$ cat src/rtl/cl_demux_pkg.sv
// rtl/cl_demux_pkg.sv - select codes and select legality helper for cl_demux2
package cl_demux_pkg;

  localparam logic [1:0] SEL_PORT0 = 2'b01;
  localparam logic [1:0] SEL_PORT1 = 2'b10;

  function automatic logic is_legal_sel(input logic [1:0] sel);
    return (sel == SEL_PORT0) || (sel == SEL_PORT1);
  endfunction

endpackage

$ cat src/rtl/cl_slot_reg.sv
// rtl/cl_slot_reg.sv - one-entry valid/ready output register
module cl_slot_reg #(
  parameter int DATA_WIDTH = 5
) (
  input  logic                  i_clk,
  input  logic                  i_rst,
  input  logic                  i_load,
  input  logic [DATA_WIDTH-1:0] i_data,
  input  logic                  i_ready,
  output logic                  o_valid,
  output logic [DATA_WIDTH-1:0] o_data,
  output logic                  o_free
);

  logic                  r_valid;
  logic [DATA_WIDTH-1:0] r_data;

  // Free when empty or draining this cycle, so a refill never leaves a bubble.
  assign o_free  = ~r_valid | i_ready;
  assign o_valid = r_valid;
  assign o_data  = r_data;

  always_ff @(posedge i_clk) begin
    if (i_rst) begin
      r_valid <= 1'b0;
      r_data  <= '0;
    end else if (i_load) begin
      r_valid <= 1'b1;
      r_data  <= i_data;
    end else if (r_valid && i_ready) begin
      r_valid <= 1'b0;
    end
  end

endmodule

$ cat src/rtl/cl_demux2.sv
// rtl/cl_demux2.sv - 1-to-2 stream distributor with one-hot select and drop counter
module cl_demux2
  import cl_demux_pkg::*;
#(
  parameter int DATA_WIDTH = 5,
  parameter int CNT_WIDTH  = 8
) (
  input  logic                  i_clk,
  input  logic                  i_rst,
  input  logic                  i_valid,
  output logic                  o_ready,
  input  logic [1:0]            i_sel,
  input  logic [DATA_WIDTH-1:0] i_data,
  output logic                  o_valid0,
  input  logic                  i_ready0,
  output logic [DATA_WIDTH-1:0] o_data0,
  output logic                  o_valid1,
  input  logic                  i_ready1,
  output logic [DATA_WIDTH-1:0] o_data1,
  output logic [CNT_WIDTH-1:0]  o_drop_cnt,
  output logic                  o_busy
);

  logic                 w_legal;
  logic                 w_free0;
  logic                 w_free1;
  logic                 w_load0;
  logic                 w_load1;
  logic                 w_drop;
  logic [CNT_WIDTH-1:0] r_drop_cnt;

  assign w_legal = is_legal_sel(i_sel);

  // Only the selected slot's readiness gates acceptance; illegal words are always taken.
  always_comb begin
    o_ready = 1'b1;
    if (i_sel == SEL_PORT0)      o_ready = w_free0;
    else if (i_sel == SEL_PORT1) o_ready = w_free1;
  end

  assign w_load0 = i_valid && (i_sel == SEL_PORT0) && w_free0;
  assign w_load1 = i_valid && (i_sel == SEL_PORT1) && w_free1;
  assign w_drop  = i_valid && !w_legal;

  cl_slot_reg #(.DATA_WIDTH(DATA_WIDTH)) u_slot0 (
    .i_clk   (i_clk),
    .i_rst   (i_rst),
    .i_load  (w_load0),
    .i_data  (i_data),
    .i_ready (i_ready0),
    .o_valid (o_valid0),
    .o_data  (o_data0),
    .o_free  (w_free0)
  );

  cl_slot_reg #(.DATA_WIDTH(DATA_WIDTH)) u_slot1 (
    .i_clk   (i_clk),
    .i_rst   (i_rst),
    .i_load  (w_load1),
    .i_data  (i_data),
    .i_ready (i_ready1),
    .o_valid (o_valid1),
    .o_data  (o_data1),
    .o_free  (w_free1)
  );

  always_ff @(posedge i_clk) begin
    if (i_rst) begin
      r_drop_cnt <= '0;
    end else if (w_drop && (r_drop_cnt != {CNT_WIDTH{1'b1}})) begin
      r_drop_cnt <= r_drop_cnt + CNT_WIDTH'(1);
    end
  end

  assign o_drop_cnt = r_drop_cnt;
  assign o_busy     = o_valid0 | o_valid1;

endmodule

$ cat config.mk
export PLATFORM = sky130hd
export DESIGN_NAME = cl_demux2
export DESIGN_NICKNAME = d
export VERILOG_FILES = /design/src/rtl/cl_demux_pkg.sv /design/src/rtl/cl_slot_reg.sv /design/src/rtl/cl_demux2.sv
export SDC_FILE = /design/constraint.sdc
export NUM_CORES = 1
export LEC_CHECK = 0
export CAP_MARGIN = 25
export CORE_MARGIN = 8
export CORE_UTILIZATION = 45
export CTS_BUF_LIST = sky130_fd_sc_hd__clkbuf_4 sky130_fd_sc_hd__clkbuf_8
export DETAILED_ROUTE_END_ITERATION = 10
export PLACE_DENSITY = 0.81
export SYNTH_ARGS = -nofsm -noshare
export SYNTH_HDL_FRONTEND = slang
export SYNTH_SLANG_ARGS = --single-unit
$ cat constraint.sdc
create_clock -name i_clk -period 2.94 [get_ports i_clk]
set_clock_uncertainty 0.05 [all_clocks]
set_input_delay 0.294 -clock i_clk [delete_from_list [all_inputs] [get_ports i_clk]]
set_output_delay 0.294 -clock i_clk [all_outputs]
set_load 0.01 [all_outputs]
==> results_dict.tcl <==
set metrics [dict create \
    setup_viol 0 \
    grt_max_degree 24 \
    pre_cts_slack_ns 0.7419 \
    p_per_area_mw_per_mm2 439.7 \
    p_clk_share_pct 38.3 \
    portBuffers 33 \
    total_power_mw 0.5782 \
    critPathLaunchType "primary input" \
    min_path_type "register to register" \
    antennaDiodeCount 0 \
    r2r-start "o_drop_cnt[0]$_SDFFE_PP0P_" \
    endpoint_kind "primary output" \
    syn_inst 101 \
    yosysMostFrequentCell "dfxtp_1" \
    initial_core_util_pct 46.97 \
    rsz0062_at_grt "no" \
    synth_top_cells_by_count "dfxtp_1 (20), nor2_1 (19), mux2i_1 (11)" \
    via_per_inst 5.080 \
    worst_slack_ns 0.7526 \
    cts_max_level 1 \
    hp-start "u_slot0.o_data[2]$_SDFFE_PP0P_" \
    first_global_vias 788 \
    cts_tree "yes" \
    reg2regPathDepth 4 \
    die_area_sq_mm 0.003723 \
    maxCapViolCount 0 \
    cts_setup_buffers 0 \
    cp_max_fo 2 \
    syn2layout_area_growth_pct 44.17 \
    power.switching_mw 0.1204 \
    fmax_ghz 0.4572 \
    slew_viol_final 0 \
    leakage_nw 0.4754 \
    die_width_microns 61.02 \
    layout.area.seq_sq_um 400.4 \
    r2r_end "o_drop_cnt[5]$_SDFFE_PP0P_" \
    post-route-drc-count 0 \
    cts.sinks 20 \
    fin_setup_tns_ns 0 \
    syn_area_per_cell_sq_um 9.031 \
    final_core_util_pct 67.72 \
    internal_power_mw 0.4578 \
    dominantRegCellSynth "dfxtp_1" \
    cts_hold_buffers 0 \
    place_hpwl_microns 1671 \
    hold_end "u_slot0.o_data[2]$_SDFFE_PP0P_" \
    fillers 178 \
    combPwrFrac_pct 12.5 \
    initialDrtViolationCount 29 \
    netSwitchingFraction_pct 20.82 \
    whs_ns 0.4576 \
    criticalPathCategory "primary input to primary output" \
    vias 823 \
    insertion_delay_ns 0.29 \
    cts_resized 0 \
    antenna_found_initial 0 \
    synthDistinctLibCells 30 \
    clock_path_buffers 2 \
    globalplace.congestion 0.7121 \
    core_area_sq_mm 0.001942 \
    nNetsFinal 151 \
    syn-num-nets 116 \
    wl_per_cell_microns 13.26 \
    synthTopCellsByArea "dfxtp_1 (44%), mux2i_1 (12%), nor2_1 (7.8%)" \
    regToRegSetupSlack_ns 1.28 \
    clk_pin_slew_ns 0.11 \
    cts_made_buffers 3 \
    firstDrtPassIters 4 \
    worstHoldPathCells 2 \
    synth_edf_count 0 \
    async_flop_share_pct 0 \
    chipHeight_microns 61.02 \
    irDropWorstVdd_uv 329.4 \
    io_pins 34 \
    groute.usage.overall_pct 12.23 \
    power_frac_seq_pct 49.2 \
    drive_gt1_share_pct 7.407 \
    detail-route-antenna-nets 0 \
    synth_seq_cells 20 \
    multiInputGateArea_sq_um 483.0 \
    hold_viol 0 \
    syn-cell-area_sq_um 912.1 \
    yosys.area.top_type_share_pct 43.90 \
    yosysTopAreaCell "dfxtp_1" \
    fin_crit_sh_pct 74.40 \
    cts_root_buffer "clkbuf_4" \
    worst_pin_slew_ns 0.7570 \
    yosysSeqAreaShare_pct 43.90 \
    grt_overflow 0 \
    outcome "completed" \
    cp_data_required_time_ns 2.60 \
    grt_pass1_wl_microns 3484 \
    arrival_ns 1.84 \
    fp-row-count 16 \
    routed_wl_microns 2148 \
    yosysWarnings 0 \
    min_period_ns 2.187 \
    timing.slew.headroom_pct 49.37 \
]
## state kept, by name (all words and copies together), names as in the netlist
name and cells:
u_slot0.o_data 5, o_drop_cnt 8, u_slot1.o_data 5, u_slot1.o_valid 1, u_slot0.o_valid 1
## metrics by stage
step / std cells / area (sq um)
after floorplan: 101 / 912.1
final: 162 / 1315
after CTS: 162 / 1315
after global placement: 158 / 1262
after global routing: 162 / 1315
after detailed placement: 158 / 1262
## routing by layer
layer	up-vias	GRT usage, %	routed length, microns	part of all wire, %
met1	385	12.97	943	44
met4	0	7.973	35	1.6
li1	415	-	-	-
met3	2	2.296	88	4.1
met2	21	21.49	1080	50
met5	-	0	0	0
## placed cells by master, fill, tap and decap left out, drive strengths merged
cell           count
or2b               1
or2                1
o21ai              2
and3               1
ha                 3
and4               1
nor2              20
mux2i             11
nand2              5
a31o               1
inv                4
clkdlybuf4s50     33
nand4              3
xor2               1
bufinv             1
nor3               3
nand3              3
nor3b              1
a21oi              6
a211oi             4
xnor2              1
dfxtp             20
mux2               1
clkbuf             3
nor2b              3
nand2b             1
and2               1
## how the worst max path moves through the flow
| stage | depth (start not counted) | startpoint | endpoint |
|---|---|---|---|
| finish | 6 | i_sel[0] | o_ready |
| global route | 6 | i_sel[0] | o_ready |
| CTS | 6 | i_sel[0] | o_ready |
| detailed placement | 6 | i_sel[0] | o_ready |
| global placement | 6 | i_sel[0] | o_ready |
| floorplan | 4 | o_drop_cnt[0]$_SDFFE_PP0P_ | o_drop_cnt[5]$_SDFFE_PP0P_ |
## critical path: stages
cell             delay (ns)
clkdlybuf4s50_1        0.49
inv_1                  0.05
ha_1                   0.21
nor3b_1                0.14
a21oi_1                0.11
clkdlybuf4s50_1        0.55
## power by group through the flow
| stage | registers, mW | logic (mW) | clock network (mW) |
|---|---|---|---|
| after floorplan | 0.294 | 0.0288 | 0 |
| after global placement | 0.290 | 0.0711 | 0 |
| after detailed placement | 0.291 | 0.0728 | 0 |
| after CTS | 0.285 | 0.0734 | 0.227 |
| after global routing | 0.286 | 0.0796 | 0.235 |
| final | 0.285 | 0.0721 | 0.222 |
## kinds of logic (layout without fill, tap and decap cells)
group	Yosys count	count (layout)	synth area share (%)
AO/OA/AOI/OAI	13	13	9.190
AND/OR/NAND/NOR	44	44	24.42
buffers and inverters	7	41	3.154
flip-flops	20	20	43.90
adder cells (fa/ha/maj)	3	3	4.116
multiplexers	12	12	13.31
XOR/XNOR	2	2	1.921
## layout make-up
cell class,instances,area share [%]
Timing Repair Buffer,33,25.12
Clock buffer,3,1.713
Clock inverter,1,2.284
Inverter,4,1.142
Multi-Input combinational cell,74,36.73
Sequential cell,20,30.45
Tap cell,27,2.569
Note: power is estimated with default switching activity, not from simulation.
